$ cat config.mk
export PLATFORM = sky130hd
export DESIGN_NAME = stb_queue_flat
export DESIGN_NICKNAME = d
export VERILOG_FILES = /design/src/rtl/stb_pkg.sv /design/src/rtl/stb_queue_if.sv /design/src/rtl/stb_fifo.sv /design/src/rtl/stb_queue.sv /design/src/flat_wrapper.sv
export SDC_FILE = /design/constraint.sdc
export NUM_CORES = 1
export LEC_CHECK = 0
export CORE_UTILIZATION = 45
export DETAILED_ROUTE_END_ITERATION = 16
export DONT_BUFFER_PORTS = 1
export GPL_TIMING_DRIVEN = 1
export PLACE_DENSITY = 0.56
export SYNTH_ARGS = -nofsm -noshare
export SYNTH_HDL_FRONTEND = slang
export SYNTH_SLANG_ARGS = --single-unit
$ cat constraint.sdc
create_clock -name clk -period 4.55 [get_ports clk]
set_input_delay 0.6825 -clock clk [delete_from_list [all_inputs] [get_ports clk]]
set_output_delay 0.6825 -clock clk [all_outputs]
set_load 0.02 [all_outputs]
$ cat src/rtl/stb_pkg.sv
// Shared types for the store buffer: drain FSM states and the buffered store entry.
// Entry fields are sized for the widest supported build; narrower ADDR_W/DATA_W zero-pad.
package stb_pkg;

    localparam int unsigned STB_ADDR_W = 32;
    localparam int unsigned STB_DATA_W = 32;
    localparam int unsigned STB_SEL_W  = STB_DATA_W / 8;

    typedef enum logic {
        IDLE  = 1'b0,
        DRAIN = 1'b1
    } drain_state_e;

    typedef struct packed {
        logic [STB_ADDR_W-1:0] addr;
        logic [STB_DATA_W-1:0] wdata;
        logic [STB_SEL_W-1:0]  sel_byte;
    } stb_entry_t;

endpackage

$ cat src/rtl/stb_queue_if.sv
// Cache drain port of the store buffer: one write request held until acknowledged.
interface stb_queue_if #(
    parameter int unsigned ADDR_W = 32,
    parameter int unsigned DATA_W = 32
) ();

    localparam int unsigned SEL_W = DATA_W / 8;

    logic              cache_req_o;
    logic [ADDR_W-1:0] cache_addr_o;
    logic [DATA_W-1:0] cache_wdata_o;
    logic [SEL_W-1:0]  cache_sel_byte_o;
    logic              cache_ack_i;

    modport master (
        output cache_req_o,
        output cache_addr_o,
        output cache_wdata_o,
        output cache_sel_byte_o,
        input  cache_ack_i
    );

    modport slave (
        input  cache_req_o,
        input  cache_addr_o,
        input  cache_wdata_o,
        input  cache_sel_byte_o,
        output cache_ack_i
    );

endinterface

$ cat src/rtl/stb_fifo.sv
// Circular store-entry storage with per-slot valid bits, head view and occupancy count.
// With STB_LOAD_FWD_EN defined, all slots, valid bits and the read pointer are exported.
module stb_fifo
    import stb_pkg::*;
#(
    parameter int unsigned DEPTH = 4,
    localparam int unsigned PTR_W = $clog2(DEPTH),
    localparam int unsigned CNT_W = $clog2(DEPTH) + 1
) (
    input  logic                 clk,
    input  logic                 rst_n,
    input  logic                 push_i,
    input  stb_entry_t           entry_i,
    input  logic                 pop_i,
    output stb_entry_t           head_o,
    output logic [CNT_W-1:0]     count_o
`ifdef STB_LOAD_FWD_EN
    ,
    output stb_entry_t [DEPTH-1:0] entries_o,
    output logic [DEPTH-1:0]       valid_o,
    output logic [PTR_W-1:0]       rd_ptr_o
`endif
);

    stb_entry_t [DEPTH-1:0] mem_q;
    logic [DEPTH-1:0]       valid_q, valid_d;
    logic [PTR_W-1:0]       wr_ptr_q, wr_ptr_d;
    logic [PTR_W-1:0]       rd_ptr_q, rd_ptr_d;
    logic [CNT_W-1:0]       count_q, count_d;

    always_comb begin
        wr_ptr_d = wr_ptr_q;
        rd_ptr_d = rd_ptr_q;
        valid_d  = valid_q;
        count_d  = count_q;
        if (pop_i) begin
            rd_ptr_d          = rd_ptr_q + PTR_W'(1);
            valid_d[rd_ptr_q] = 1'b0;
        end
        if (push_i) begin
            wr_ptr_d          = wr_ptr_q + PTR_W'(1);
            valid_d[wr_ptr_q] = 1'b1;
        end
        case ({push_i, pop_i})
            2'b10:   count_d = count_q + CNT_W'(1);
            2'b01:   count_d = count_q - CNT_W'(1);
            default: count_d = count_q;
        endcase
    end

    always_ff @(posedge clk or negedge rst_n) begin
        if (!rst_n) begin
            wr_ptr_q <= '0;
            rd_ptr_q <= '0;
            valid_q  <= '0;
            count_q  <= '0;
        end else begin
            wr_ptr_q <= wr_ptr_d;
            rd_ptr_q <= rd_ptr_d;
            valid_q  <= valid_d;
            count_q  <= count_d;
        end
    end

    // Payload needs no reset: nothing reads a slot before its valid bit is set.
    always_ff @(posedge clk) begin
        if (push_i) begin
            mem_q[wr_ptr_q] <= entry_i;
        end
    end

    assign head_o  = mem_q[rd_ptr_q];
    assign count_o = count_q;

`ifdef STB_LOAD_FWD_EN
    assign entries_o = mem_q;
    assign valid_o   = valid_q;
    assign rd_ptr_o  = rd_ptr_q;
`endif

endmodule

$ cat src/rtl/stb_queue.sv
// Store buffer: accepts LSU stores, drains them in order to the cache, optional load forwarding.
// Define STB_LOAD_FWD_EN to enable forwarding; ADDR_W/DATA_W must not exceed the stb_pkg widths.
module stb_queue
    import stb_pkg::*;
#(
    parameter int unsigned DEPTH  = 4,
    parameter int unsigned ADDR_W = 32,
    parameter int unsigned DATA_W = 32,
    localparam int unsigned SEL_W = DATA_W / 8,
    localparam int unsigned CNT_W = $clog2(DEPTH) + 1
) (
    input  logic              clk,
    input  logic              rst_n,
    input  logic              dmem_sel_i,
    input  logic              lsu_req_i,
    input  logic              lsu_w_en_i,
    input  logic [ADDR_W-1:0] lsu_addr_i,
    input  logic [DATA_W-1:0] lsu_wdata_i,
    input  logic [SEL_W-1:0]  lsu_sel_byte_i,
    output logic              stb_ack_o,
    output logic              stb_stall_o,
    stb_queue_if.master       cache,
    output logic              stb_empty_o,
    output logic              stb_full_o,
    output logic [CNT_W-1:0]  stb_count_o,
    input  logic [ADDR_W-1:0] ld_addr_i,
    output logic              ld_hit_o,
    output logic              ld_partial_o,
    output logic [DATA_W-1:0] ld_data_o
);

    drain_state_e     state_q, state_d;
    logic             ack_q, ack_d;
    logic             store_qual, push, pop;
    logic [CNT_W-1:0] count;
    stb_entry_t       entry_in, head;

    assign store_qual  = dmem_sel_i & lsu_req_i & lsu_w_en_i;
    assign push        = store_qual & ~stb_full_o;
    assign stb_stall_o = store_qual & stb_full_o;
    assign ack_d       = push;

    always_comb begin
        entry_in                       = '0;
        entry_in.addr[ADDR_W-1:0]      = lsu_addr_i;
        entry_in.wdata[DATA_W-1:0]     = lsu_wdata_i;
        entry_in.sel_byte[SEL_W-1:0]   = lsu_sel_byte_i;
    end

`ifdef STB_LOAD_FWD_EN
    localparam int unsigned PTR_W = $clog2(DEPTH);
    localparam int unsigned OFF_W = $clog2(SEL_W);

    stb_entry_t [DEPTH-1:0] fwd_entries;
    logic [DEPTH-1:0]       fwd_valid;
    logic [PTR_W-1:0]       fwd_rd_ptr;
    logic [PTR_W-1:0]       fwd_idx;
`endif

    stb_fifo #(
        .DEPTH (DEPTH)
    ) u_fifo (
        .clk       (clk),
        .rst_n     (rst_n),
        .push_i    (push),
        .entry_i   (entry_in),
        .pop_i     (pop),
        .head_o    (head),
        .count_o   (count)
`ifdef STB_LOAD_FWD_EN
        ,
        .entries_o (fwd_entries),
        .valid_o   (fwd_valid),
        .rd_ptr_o  (fwd_rd_ptr)
`endif
    );

    assign stb_count_o = count;
    assign stb_full_o  = (count == CNT_W'(DEPTH));
    assign stb_empty_o = (count == '0);

    // IDLE only ever holds an empty buffer, so a push leaves IDLE in the same edge it lands.
    always_comb begin
        state_d = state_q;
        pop     = 1'b0;
        case (state_q)
            IDLE: begin
                if (push || !stb_empty_o) begin
                    state_d = DRAIN;
                end
            end
            DRAIN: begin
                pop = cache.cache_ack_i;
                if (cache.cache_ack_i && count == CNT_W'(1) && !push) begin
                    state_d = IDLE;
                end
            end
            default: state_d = IDLE;
        endcase
    end

    always_ff @(posedge clk or negedge rst_n) begin
        if (!rst_n) begin
            state_q <= IDLE;
            ack_q   <= 1'b0;
        end else begin
            state_q <= state_d;
            ack_q   <= ack_d;
        end
    end

    assign stb_ack_o              = ack_q;
    assign cache.cache_req_o      = (state_q == DRAIN);
    assign cache.cache_addr_o     = cache.cache_req_o ? head.addr[ADDR_W-1:0]      : '0;
    assign cache.cache_wdata_o    = cache.cache_req_o ? head.wdata[DATA_W-1:0]     : '0;
    assign cache.cache_sel_byte_o = cache.cache_req_o ? head.sel_byte[SEL_W-1:0]   : '0;

`ifdef STB_LOAD_FWD_EN
    // Walk oldest to youngest so the last match wins.
    always_comb begin
        ld_hit_o     = 1'b0;
        ld_partial_o = 1'b0;
        ld_data_o    = '0;
        fwd_idx      = '0;
        for (int unsigned k = 0; k < DEPTH; k++) begin
            fwd_idx = fwd_rd_ptr + PTR_W'(k);
            if (fwd_valid[fwd_idx] &&
                fwd_entries[fwd_idx].addr[ADDR_W-1:OFF_W] == ld_addr_i[ADDR_W-1:OFF_W]) begin
                ld_hit_o     = 1'b1;
                ld_data_o    = fwd_entries[fwd_idx].wdata[DATA_W-1:0];
                ld_partial_o = (fwd_entries[fwd_idx].sel_byte[SEL_W-1:0] != '1);
            end
        end
    end
`else
    logic unused_ld_addr;
    assign unused_ld_addr = ^ld_addr_i;
    assign ld_hit_o       = 1'b0;
    assign ld_partial_o   = 1'b0;
    assign ld_data_o      = '0;
`endif

endmodule
$ cat src/flat_wrapper.sv
// flat-port wrapper written by rule: the top's interface ports become plain ports
module stb_queue_flat import stb_pkg::*;
#(
    parameter int unsigned DEPTH  = 4,
    parameter int unsigned ADDR_W = 32,
    parameter int unsigned DATA_W = 32,
    localparam int unsigned SEL_W = DATA_W / 8,
    localparam int unsigned CNT_W = $clog2(DEPTH) + 1
)
  (clk, rst_n, dmem_sel_i, lsu_req_i, lsu_w_en_i, lsu_addr_i, lsu_wdata_i, lsu_sel_byte_i, stb_ack_o, stb_stall_o, stb_empty_o, stb_full_o, stb_count_o, ld_addr_i, ld_hit_o, ld_partial_o, ld_data_o, cache_cache_req_o, cache_cache_addr_o, cache_cache_wdata_o, cache_cache_sel_byte_o, cache_cache_ack_i);
  stb_queue_if #(.ADDR_W(ADDR_W), .DATA_W(DATA_W)) cache_i ();
  input  logic clk;
  input  logic rst_n;
  input  logic dmem_sel_i;
  input  logic lsu_req_i;
  input  logic lsu_w_en_i;
  input  logic [ADDR_W-1:0] lsu_addr_i;
  input  logic [DATA_W-1:0] lsu_wdata_i;
  input  logic [SEL_W-1:0] lsu_sel_byte_i;
  output logic stb_ack_o;
  output logic stb_stall_o;
  output logic stb_empty_o;
  output logic stb_full_o;
  output logic [CNT_W-1:0] stb_count_o;
  input  logic [ADDR_W-1:0] ld_addr_i;
  output logic ld_hit_o;
  output logic ld_partial_o;
  output logic [DATA_W-1:0] ld_data_o;
  output wire logic [$bits(cache_i.cache_req_o)-1:0] cache_cache_req_o;
  output wire logic [$bits(cache_i.cache_addr_o)-1:0] cache_cache_addr_o;
  output wire logic [$bits(cache_i.cache_wdata_o)-1:0] cache_cache_wdata_o;
  output wire logic [$bits(cache_i.cache_sel_byte_o)-1:0] cache_cache_sel_byte_o;
  input wire logic [$bits(cache_i.cache_ack_i)-1:0] cache_cache_ack_i;
  assign cache_cache_req_o = cache_i.cache_req_o;
  assign cache_cache_addr_o = cache_i.cache_addr_o;
  assign cache_cache_wdata_o = cache_i.cache_wdata_o;
  assign cache_cache_sel_byte_o = cache_i.cache_sel_byte_o;
  assign cache_i.cache_ack_i = cache_cache_ack_i;
  stb_queue #(.DEPTH(DEPTH), .ADDR_W(ADDR_W), .DATA_W(DATA_W)) u_core (.clk(clk), .rst_n(rst_n), .dmem_sel_i(dmem_sel_i), .lsu_req_i(lsu_req_i), .lsu_w_en_i(lsu_w_en_i), .lsu_addr_i(lsu_addr_i), .lsu_wdata_i(lsu_wdata_i), .lsu_sel_byte_i(lsu_sel_byte_i), .stb_ack_o(stb_ack_o), .stb_stall_o(stb_stall_o), .cache(cache_i), .stb_empty_o(stb_empty_o), .stb_full_o(stb_full_o), .stb_count_o(stb_count_o), .ld_addr_i(ld_addr_i), .ld_hit_o(ld_hit_o), .ld_partial_o(ld_partial_o), .ld_data_o(ld_data_o));
endmodule
==> metrics.md, run 1 <==
| Metric | Value |
|---|---|
| DR pass1 iterations | `4` |
| Worst hold path class | `primary input to register` |
| Routability cong. | `0.719` |
| Result of the run | `finished clean` |
| Count of pins over their slew limit | `0` |
| Dominant synthesized flop cell | `sky130_fd_sc_hd__edfxtp_1` |
| Via count of the first global-routing pass | `5109` |
| Register bit count reported by yosys | `281` |
| Post-synth top cells | `sky130_fd_sc_hd__edfxtp_1 (272), sky130_fd_sc_hd__and2_1 (72), sky130_fd_sc_hd__mux4_2 (68)` |
| Cell count after synthesis | `516` |
| Period minus WS final | `3.19 ns` |
| Slack of the worst reg-to-reg path | `1.74 ns` |
| Detailed-route DRC error count | `0` |
| Initial antenna violation count | `0` |
| Setup repair after global routing missed its margin | `no` |
| Area of the mapped netlist | `0.0111 sq mm` |
| Crit-path leading delay family | `flip-flops` |
| Global route total overflow | `0` |
| Clock tree from TritonCTS | `done` |
| Class of the most critical setup path | `register to primary output` |
| CTS Root Buffer Type | `sky130_fd_sc_hd__clkbuf_16` |
| Async S/R FF share, synth | `3.20%` |
| Cell with the most instances after synthesis | `sky130_fd_sc_hd__edfxtp_1` |
| Final routed wire length divided by cell count | `21.9 um` |
| Endpoint type of the worst setup path | `primary output` |
| Layout cells sized above 1 | `23.2%` |
| Area share of the leading cell type in the synthesized netlist | `73.4%` |
| Top fanout value on the critical path | `20` |
| CP cell instances | `buf_4 > mux4_2 > and2_1` |
| Largest area contributor in the synthesized netlist | `sky130_fd_sc_hd__edfxtp_1` |
| Width of the die | `159 um` |
| Period utilization | `70.2%` |
| Number of hold violations in the final report | `0` |
| Total Routing Usage GR | `15.4%` |
| Wire length of the first global-routing pass | `29.8 mm` |
| H-tree level count | `1` |
| Iteration-0 DRC count of the detailed router | `238` |
| Nature of the critical path startpoint | `register` |
| Mean instance size in the synthesized netlist | `21.6 sq um` |
| Hold path startpoint | `lsu_addr_i[8]` |
| Largest stage delay on the critical path | `0.70 ns` |
| Total wire length after detailed routing | `19.1 mm` |
| Number of cell instances on the worst register-to-register path | `5` |
| I/O pin cnt | `216` |
| Full die area | `0.0254 sq mm` |
| HPWL Detailed | `10.7 mm` |
| Clock latency on the worst-skew pair | `0.53 ns` |
| Resize count post-CTS | `0` |
| Post-synthesis cell type count | `25` |
| Maxcap violations | `0` |
| Endpoint arrival time on the critical path | `2.51 ns` |
| Antenna Violating Nets Remaining | `0` |
| Clock tree buffer depth | `3` |
| Number of nets at the end of the flow | `645` |
| Inserted Diodes | `0` |
| Area added between synthesis and finish | `9.54%` |
| Number of enable flip-flop cells after synthesis | `272` |
| Destination of the worst register-to-register timing path | `u_core.u_fifo.mem_q[74]$_DFFE_PP_` |
| Measured slew at the worst slew-check pin | `1.12 ns` |
| Clock transition at the register clock pins on the worst setup and hold paths after CTS | `0.06 ns` |
| Via count | `4612` |
| Number of buffers added by the clock tree synthesis step | `29` |
| Worst slew margin relative to its limit | `25.6%` |
| Slowest CP cell | `sky130_fd_sc_hd__dfrtp_4` |
| Launching point of the worst reg2reg path | `u_core.u_fifo.count_o[0]$_DFFE_PN0P_` |
| Seq/Total Area, Yosys | `75.4%` |
| Setup repair bufs after CTS | `0` |
| Clock sink count | `281` |
| Fill cell total of the finished layout | `1960` |
| Final clock skew | `0.00650 ns` |
| Y dimension of the die | `159 um` |
| Average vias per placed instance | `5.27` |
| Core area | `0.0243 sq mm` |
| Number of port buffers | `0` |
| Hold Path Sink | `u_core.u_fifo.mem_q[44]$_DFFE_PP_` |
| Power per Cell Area | `619 mW/mm^2` |
| Worst path buffer plus inverter count | `1` |
| Standard-cell rows | `57` |
| Ranking of synthesized cells by area | `sky130_fd_sc_hd__edfxtp_1 (73%), sky130_fd_sc_hd__mux4_2 (14%), sky130_fd_sc_hd__and2_1 (4.0%)` |
| Standby leakage power | `0.00391 uW` |
| Final setup violation count | `0` |
| Number of cells traversed by the worst hold path | `0` |
| Yosys warns | `0` |
| Required time at the endpoint of the critical path | `3.87 ns` |
| Pin count of the biggest net entering global routing | `70` |
| Final total negative setup slack | `0 ns` |
| FMAX | `0.313 GHz` |
| Worst IR Drop VDD | `400 uV` |
| Fraction of the core area covered by cells at the end of the flow | `50.2%` |
| Initial standard-cell utilization of the core | `45.8%` |
## registers in the layout, indices dropped and copies added (netlist names)
register and flops:
u_core.u_fifo.count_o 3, u_core.u_fifo.wr_ptr_q 2, u_core.u_fifo.rd_ptr_q 2, u_core.stb_ack_o 1, u_core.cache.cache_req_o 1, u_core.u_fifo.mem_q 272
## per-stage QoR
step / instances / area [sq um] / worst slack (ns) / hold slack, ns / power, uW
floorplan: 549 / 11300 / 1.35 / 0.387 / 5170
global placement: 822 / 11300 / 1.82 / 0.387 / 5390
detailed placement: 822 / 11300 / 1.74 / 0.387 / 5410
CTS: 875 / 12200 / 1.26 / 0.218 / 7680
global route: 875 / 12200 / 1.19 / 0.215 / 7880
finish: 875 / 12200 / 1.36 / 0.249 / 7560
## final cells by class
type | instances | area, sq um | area share [%]
sequential | 281 | 8400 | 68.9
multi-input combinational | 204 | 2370 | 19.5
clock buffer | 33 | 741 | 6.07
tap | 324 | 405 | 3.32
clock inverter | 19 | 178 | 1.46
timing repair buffer | 8 | 75.1 | 0.616
inverter | 6 | 22.5 | 0.185
## where the power goes
group          total (uW)  leakage (uW)  internal, uW  switching [uW]
sequential           3330       0.00256          3020             303
combinational        1970      0.000911           836            1130
clock                2260      0.000439          1330             926
total                7560       0.00391          5190            2360
## worst register-to-register path, cell delays in order, from the launching register on
cell,delay [ns]
sky130_fd_sc_hd__dfrtp_1,0.55
sky130_fd_sc_hd__inv_1,0.12
sky130_fd_sc_hd__ha_1,0.27
sky130_fd_sc_hd__a21oi_2,0.45
sky130_fd_sc_hd__and2_4,0.74
sky130_fd_sc_hd__buf_4,0.37
## layer usage
metal	up-vias	part of all wire [%]	track usage (%)	wire length [um]
met5	-	0	0	0
met4	0	1.9	3.93	361
met3	33	7.3	4.74	1400
met2	162	51	26.8	9720
met1	2413	40	18.8	7650
li1	2004	-	-	-
## placed cells by master (no fill, tap or decap), drive strengths merged, types with 2 or more instances in the layout
cell type	synthesis	layout
xor2	2	2
clkinv	0	11
ha	9	9
bufinv	0	3
edfxtp	272	272
mux4	68	68
nand2	3	3
inv	6	6
nor2	2	2
clkinvlp	0	5
buf	50	7
conb	1	34
a21oi	2	2
dfrtp	9	9
nor2b	2	2
xnor2	4	4
and2	73	73
clkbuf	8	33
## worst max path at each step
stage | start | end | slack (ns) | depth (start not counted)
after floorplan | u_core.u_fifo.count_o[0]$_DFFE_PN0P_ | u_core.u_fifo.mem_q[0]$_DFFE_PP_ | 1.35 | 4
after global placement | u_core.u_fifo.count_o[0]$_DFFE_PN0P_ | u_core.u_fifo.mem_q[75]$_DFFE_PP_ | 1.82 | 5
after detailed placement | u_core.u_fifo.count_o[0]$_DFFE_PN0P_ | u_core.u_fifo.mem_q[83]$_DFFE_PP_ | 1.74 | 5
after CTS | u_core.u_fifo.rd_ptr_q[0]$_DFFE_PN0P_ | cache_cache_addr_o[14] | 1.26 | 3
after global routing | u_core.u_fifo.rd_ptr_q[0]$_DFFE_PN0P_ | cache_cache_addr_o[14] | 1.19 | 3
final | u_core.u_fifo.rd_ptr_q[0]$_DFFE_PN0P_ | cache_cache_addr_o[14] | 1.36 | 3
## logic make-up after synthesis
group	Yosys count	share of synthesized area, %
flip-flops	281	75.4
AND/OR/NAND/NOR	82	4.48
multiplexers	70	13.9
buffers and inverters	64	4.51
adder cells (fa/ha/maj)	9	1.01
XOR/XNOR	6	0.472
AO/OA/AOI/OAI	3	0.168
other	1	0.0337
## repair_timing
action | in CTS | in global routing
hold endpoints to repair | 9 | 0
setup endpoints to repair | 0 | 0
hold buffers | 1 | 0
Note: power is estimated with default switching activity, not from simulation.
==> inputs of run 2 (changes only) <==
Clock period 4.55 ns to 3.3 ns, I/O delays scaled along.
==> metrics.md, run 2 (synthesis results as in run 1) <==
| Metric | Value |
|---|---|
| Period minus WS final | `2.79 ns` |
| I/O pin cnt | `216` |
| Clk network pwr share | `30.9%` |
| Endpoint type of the worst setup path | `primary output` |
| Portion of total power attributed to combinational logic | `27.4%` |
| Period utilization | `84.5%` |
| Antenna Violating Nets Remaining | `0` |
| Initial standard-cell utilization of the core | `45.8%` |
| Clock latency on the worst-skew pair | `0.53 ns` |
| Average vias per placed instance | `5.26` |
| DR pass1 iterations | `4` |
| Destination of the worst register-to-register timing path | `u_core.u_fifo.mem_q[109]$_DFFE_PP_` |
| Measured slew at the worst slew-check pin | `0.965 ns` |
| Layout cells sized above 1 | `24.5%` |
| Area added between synthesis and finish | `11.1%` |
| Standby leakage power | `0.00401 uW` |
| Standard-cell rows | `57` |
| Iteration-0 DRC count of the detailed router | `219` |
| Via count | `4651` |
| Via count of the first global-routing pass | `5172` |
| Fraction of the core area covered by cells at the end of the flow | `50.9%` |
| Final setup violation count | `0` |
| Total wire length after detailed routing | `19.6 mm` |
| Count of pins over their slew limit | `0` |
| Clock tree buffer depth | `3` |
| Most common library cell in the layout ignoring fill and taps | `sky130_fd_sc_hd__edfxtp_1` |
| Final routed wire length divided by cell count | `22.1 um` |
| Routability cong. | `0.757` |
| H-tree level count | `1` |
| Launching point of the worst reg2reg path | `u_core.u_fifo.count_o[0]$_DFFE_PN0P_` |
| Largest stage delay on the critical path | `1.00 ns` |
| Register with the most flip-flops | `u_core.u_fifo.mem_q` |
| CP cell instances | `buf_4 > and2_1` |
| Width of the die | `159 um` |
| Number of cells traversed by the worst hold path | `0` |
| CTS Root Buffer Type | `sky130_fd_sc_hd__clkbuf_16` |
| Max FFs per register | `272` |
| Top library cells by usage in the layout, fill and taps aside | `sky130_fd_sc_hd__edfxtp_1 (272), sky130_fd_sc_hd__mux4_2 (68), sky130_fd_sc_hd__and2_1 (68)` |
| Number of nets at the end of the flow | `652` |
| Hold Path Sink | `u_core.u_fifo.mem_q[135]$_DFFE_PP_` |
| Number of buffers added by the clock tree synthesis step | `29` |
| Core area | `0.0243 sq mm` |
| Resize count post-CTS | `0` |
| Seq pwr share | `41.7%` |
| Worst slew margin relative to its limit | `35.7%` |
| Y dimension of the die | `159 um` |
| Int Pwr | `7350 uW` |
| Switching share of power | `30.8%` |
| Class of the most critical setup path | `register to primary output` |
| Number of port buffers | `0` |
| Detailed-route DRC error count | `0` |
| Final clock skew | `0.0113 ns` |
| Initial antenna violation count | `0` |
| Clock tree from TritonCTS | `done` |
| HPWL Detailed | `11.7 mm` |
| Power per Cell Area | `858 mW/mm^2` |
| Number of cell instances on the worst register-to-register path | `5` |
| Pin count of the biggest net entering global routing | `51` |
| Result of the run | `finished clean` |
| Maxcap violations | `0` |
| Worst hold path class | `primary input to register` |
| Global route total overflow | `0` |
| FMAX | `0.359 GHz` |
| Slowest CP cell | `sky130_fd_sc_hd__dfrtp_2` |
| Hold path startpoint | `lsu_addr_i[31]` |
| Clock sink count | `281` |
| Full die area | `0.0254 sq mm` |
| Worst IR Drop VDD | `481 uV` |
| Required time at the endpoint of the critical path | `2.80 ns` |
| Inserted Diodes | `0` |
| Endpoint arrival time on the critical path | `2.29 ns` |
| Total Routing Usage GR | `16.0%` |
| P_sw | `3270 uW` |
| Clock transition at the register clock pins on the worst setup and hold paths after CTS | `0.06 ns` |
| Top fanout value on the critical path | `50` |
| Nature of the critical path startpoint | `register` |
| Number of hold violations in the final report | `0` |
| Slack of the worst reg-to-reg path | `0.95 ns` |
| Final total negative setup slack | `0 ns` |
| Wire length of the first global-routing pass | `30.9 mm` |
| Setup repair after global routing missed its margin | `no` |
-- run 2: cell types whose count changed in the layout (fill, tap and decap cells not counted), sizes merged --
cell and delta:
clkinvlp -4, buf +7, inv +1, bufinv +2, clkinv +2, clkbuf +1
-- run 2: final cells by class --
class                           count  area, sq um
Tap cell                          324          405
Clock inverter                     20          231
Timing Repair Buffer               15          190
Fill cell                        1940        12000
Inverter                            6         22.5
Multi-Input combinational cell    204         2370
Sequential cell                   281         8400
Clock buffer                       34          744
-- run 2: power by group through the flow --
| stage | clock network, uW | logic [uW] | registers [uW] |
|---|---|---|---|
| 3_3_place_gp | 0 | 2970 | 4500 |
| 4_1_cts | 3370 | 3000 | 4440 |
| 6_report | 3280 | 2910 | 4420 |
| 3_5_place_dp | 0 | 2990 | 4520 |
| 2_1_floorplan | 0 | 2790 | 4340 |
| 5_1_grt | 3510 | 3140 | 4470 |
-- run 2: how the worst max path moves through the flow --
stage	to	from	cells after the start
after global routing	cache_cache_wdata_o[24]	u_core.cache.cache_req_o$_DFF_PN0_	2
after detailed placement	u_core.u_fifo.mem_q[218]$_DFFE_PP_	u_core.u_fifo.count_o[0]$_DFFE_PN0P_	5
after floorplan	u_core.u_fifo.mem_q[136]$_DFFE_PP_	u_core.u_fifo.count_o[0]$_DFFE_PN0P_	4
after global placement	cache_cache_wdata_o[20]	u_core.cache.cache_req_o$_DFF_PN0_	2
after CTS	cache_cache_wdata_o[20]	u_core.cache.cache_req_o$_DFF_PN0_	2
final	cache_cache_wdata_o[24]	u_core.cache.cache_req_o$_DFF_PN0_	2
-- run 2: what timing repair did --
item / in CTS / in global routing
endpoints found under the hold margin: 9 / 0
hold buffers: 1 / 0
buffers inserted: 0 / 0
-- run 2: per-stage QoR --
stage | std cells | instance area [sq um] | power (uW) | worst slack, ns | hold WS, ns
2_1_floorplan | 549 | 11300 | 7130 | 0.0992 | 0.199
3_3_place_gp | 829 | 11400 | 7470 | 0.979 | 0.200
3_5_place_dp | 829 | 11400 | 7500 | 0.921 | 0.200
4_1_cts | 884 | 12400 | 10800 | 0.366 | 0.0248
5_1_grt | 884 | 12400 | 11100 | 0.247 | 0.0216
6_report | 884 | 12400 | 10600 | 0.511 | 0.0501
-- run 2: metal layers --
metal  share of wire, %  routed length [um]  GRT usage [%]
met1                 38                7430           19.3
met2                 52               10100           28.0
met3                8.1                1580           4.85
met4                2.3                 451           4.68
met5                  0                   0              0
-- run 2: worst max-delay path, delay by kind of cell, from the launching register on --
kind	cells	cell delay, ns
simple gates	1	0.34
buf+inv	1	0.40
flops	1	1.00
==> inputs of run 3 (changes only) <==
Settings changed: PLACE_DENSITY 0.56 to 0.58.
Clock period 3.3 ns to 2.3 ns, I/O delays scaled along.
==> metrics.md, run 3 (synthesis results as in run 1) <==
| Metric | Value |
|---|---|
| Result of the run | `finished with violations` |
| Violated checks | `negative setup slack` |
| Footprint of the multi-input gates | `0.00249 sq mm` |
| Count of pins over their slew limit | `0` |
| Worst IR Drop VDD | `797 uV` |
| Worst hold path class | `primary input to register` |
| Antenna Violating Nets Remaining | `0` |
| Final routed wire length divided by cell count | `21.3 um` |
| Max FFs per register | `272` |
| Width of the die | `159 um` |
| Final setup violation count | `67` |
| Place WS | `0.338 ns` |
| Layout cells sized above 1 | `30.2%` |
| Top fanout value on the critical path | `8` |
| I/O pin cnt | `216` |
| Average vias per placed instance | `5.20` |
| Number of port buffers | `0` |
| Fill cell total of the finished layout | `1863` |
| Clock latency on the worst-skew pair | `0.54 ns` |
| Total instance count after detailed placement | `833` |
| Endpoint arrival time on the critical path | `2.07 ns` |
| Clock tree buffer depth | `3` |
| Routability cong. | `0.742` |
| Number of cell instances on the worst register-to-register path | `5` |
| Launching point of the worst reg2reg path | `u_core.u_fifo.count_o[0]$_DFFE_PN0P_` |
| Global route total overflow | `0` |
| Period minus WS final | `2.41 ns` |
| Power per Cell Area | `1200 mW/mm^2` |
| Maxcap violations | `0` |
| Class of the most critical setup path | `register to primary output` |
| Clock sink count | `281` |
| Number of hold violations in the final report | `0` |
| Final hold slack | `0.0253 ns` |
| Required time at the endpoint of the critical path | `1.96 ns` |
| Iteration-0 DRC count of the detailed router | `278` |
| Period utilization | `105%` |
| Standby leakage power | `0.00449 uW` |
| CTS Root Buffer Type | `sky130_fd_sc_hd__clkbuf_16` |
| Total wire length after detailed routing | `20.5 mm` |
| Hold path startpoint | `lsu_req_i` |
| Setup repair after global routing missed its margin | `yes` |
| Inserted Diodes | `0` |
| DR pass1 iterations | `4` |
| Number of cells traversed by the worst hold path | `2` |
| Via count | `5009` |
| Total Routing Usage GR | `16.4%` |
| Detailed-route DRC error count | `0` |
| Final std cells w/o fill | `964` |
| Core area | `0.0243 sq mm` |
| Initial antenna violation count | `0` |
| Via count of the first global-routing pass | `5295` |
| Final clock skew | `0.0228 ns` |
| Min setup slack post-route | `-0.113 ns` |
| Nature of the critical path startpoint | `register` |
| HPWL Detailed | `11.0 mm` |
| Clock tree from TritonCTS | `done` |
| Y dimension of the die | `159 um` |
| Endpoint type of the worst setup path | `primary output` |
| FMAX | `0.414 GHz` |
| FF+latch area | `0.00840 sq mm` |
| Area added between synthesis and finish | `20.3%` |
| H-tree level count | `1` |
| Top library cells by usage in the layout, fill and taps aside | `sky130_fd_sc_hd__edfxtp_1 (272), sky130_fd_sc_hd__dlygate4sd3_1 (69), sky130_fd_sc_hd__mux4_2 (68)` |
| Initial standard-cell utilization of the core | `45.8%` |
| Pin count of the biggest net entering global routing | `40` |
| Full die area | `0.0254 sq mm` |
| Timing startpoint of the critical path | `u_core.u_fifo.rd_ptr_q[0]$_DFFE_PN0P_` |
| Wire length of the first global-routing pass | `31.2 mm` |
| Standard-cell rows | `57` |
| Register with the most flip-flops | `u_core.u_fifo.mem_q` |
| Most common library cell in the layout ignoring fill and taps | `sky130_fd_sc_hd__edfxtp_1` |
| Number of nets at the end of the flow | `733` |
| Clock transition at the register clock pins on the worst setup and hold paths after CTS | `0.06 ns` |
| Number of buffers added by the clock tree synthesis step | `29` |
==> run 3: final cells by class <==
type | instances | share of cell area [%]
Inverter | 6 | 0.168
Clock inverter | 18 | 0.878
Clock buffer | 35 | 5.59
Sequential cell | 281 | 62.7
Tap cell | 324 | 3.03
Timing Repair Buffer | 96 | 8.99
Multi-Input combinational cell | 204 | 18.6
==> run 3: layer usage <==
metal  vias to the layer above  part of all wire [%]  track usage, %
met5                         -                     0               0
met1                      2629                    41            21.3
met2                       161                    51            28.0
met4                         0                   2.2            4.55
li1                       2187                     -               -
met3                        32                   5.0            3.39
==> run 3: through the flow <==
step / cell area, sq um / TNS, ns / utilization (%) / total power (uW)
2_1_floorplan: 11300 / -45.28 / - / 10200
4_1_cts: 13300 / -7.91 / 54.5 / 15900
3_5_place_dp: 11500 / 0 / 47.2 / 10900
5_1_grt: 13400 / -9.13 / 55.1 / 16800
3_3_place_gp: 11500 / 0 / 47.2 / 10800
6_report: 13400 / -4.48 / 55.1 / 16100
==> run 3: worst max-delay path, stage by stage (launching register included) <==
cell	delay (ns)
sky130_fd_sc_hd__dfrtp_4	0.46
sky130_fd_sc_hd__buf_12	0.18
sky130_fd_sc_hd__buf_16	0.16
sky130_fd_sc_hd__mux4_2	0.52
sky130_fd_sc_hd__and2_4	0.20
==> run 3: what timing repair did <==
action / CTS / global route
setup endpoints to repair: 68 / 68
cloned: 4 / 3
hold endpoints to repair: 281 / 0
setup buffers: 2 / 0
resized for setup: 58 / 44
hold buffers: 69 / 0
==> run 3: power breakdown <==
| group | internal, uW | leakage (uW) | switching (uW) |
|---|---|---|---|
| Clock | 2420 | 0.000428 | 1810 |
| Sequential | 5980 | 0.00256 | 143 |
| Combinational | 2700 | 0.00151 | 3010 |
==> run 3: final timing paths <==
| path | endpoint | slack [ns] |
|---|---|---|
| min in group asynchronous | u_core.u_fifo.rd_ptr_q[0]$_DFFE_PN0P_ | 0.17 |
| max in group asynchronous | u_core.u_fifo.rd_ptr_q[1]$_DFFE_PN0P_ | 1.80 |
| min | u_core.stb_ack_o$_DFF_PN0_ | 0.03 |
| max | cache_cache_wdata_o[22] | -0.11 |
| max reg2reg | u_core.u_fifo.mem_q[185]$_DFFE_PP_ | 0.42 |
| min reg2reg | u_core.u_fifo.wr_ptr_q[1]$_DFFE_PN0P_ | 0.58 |
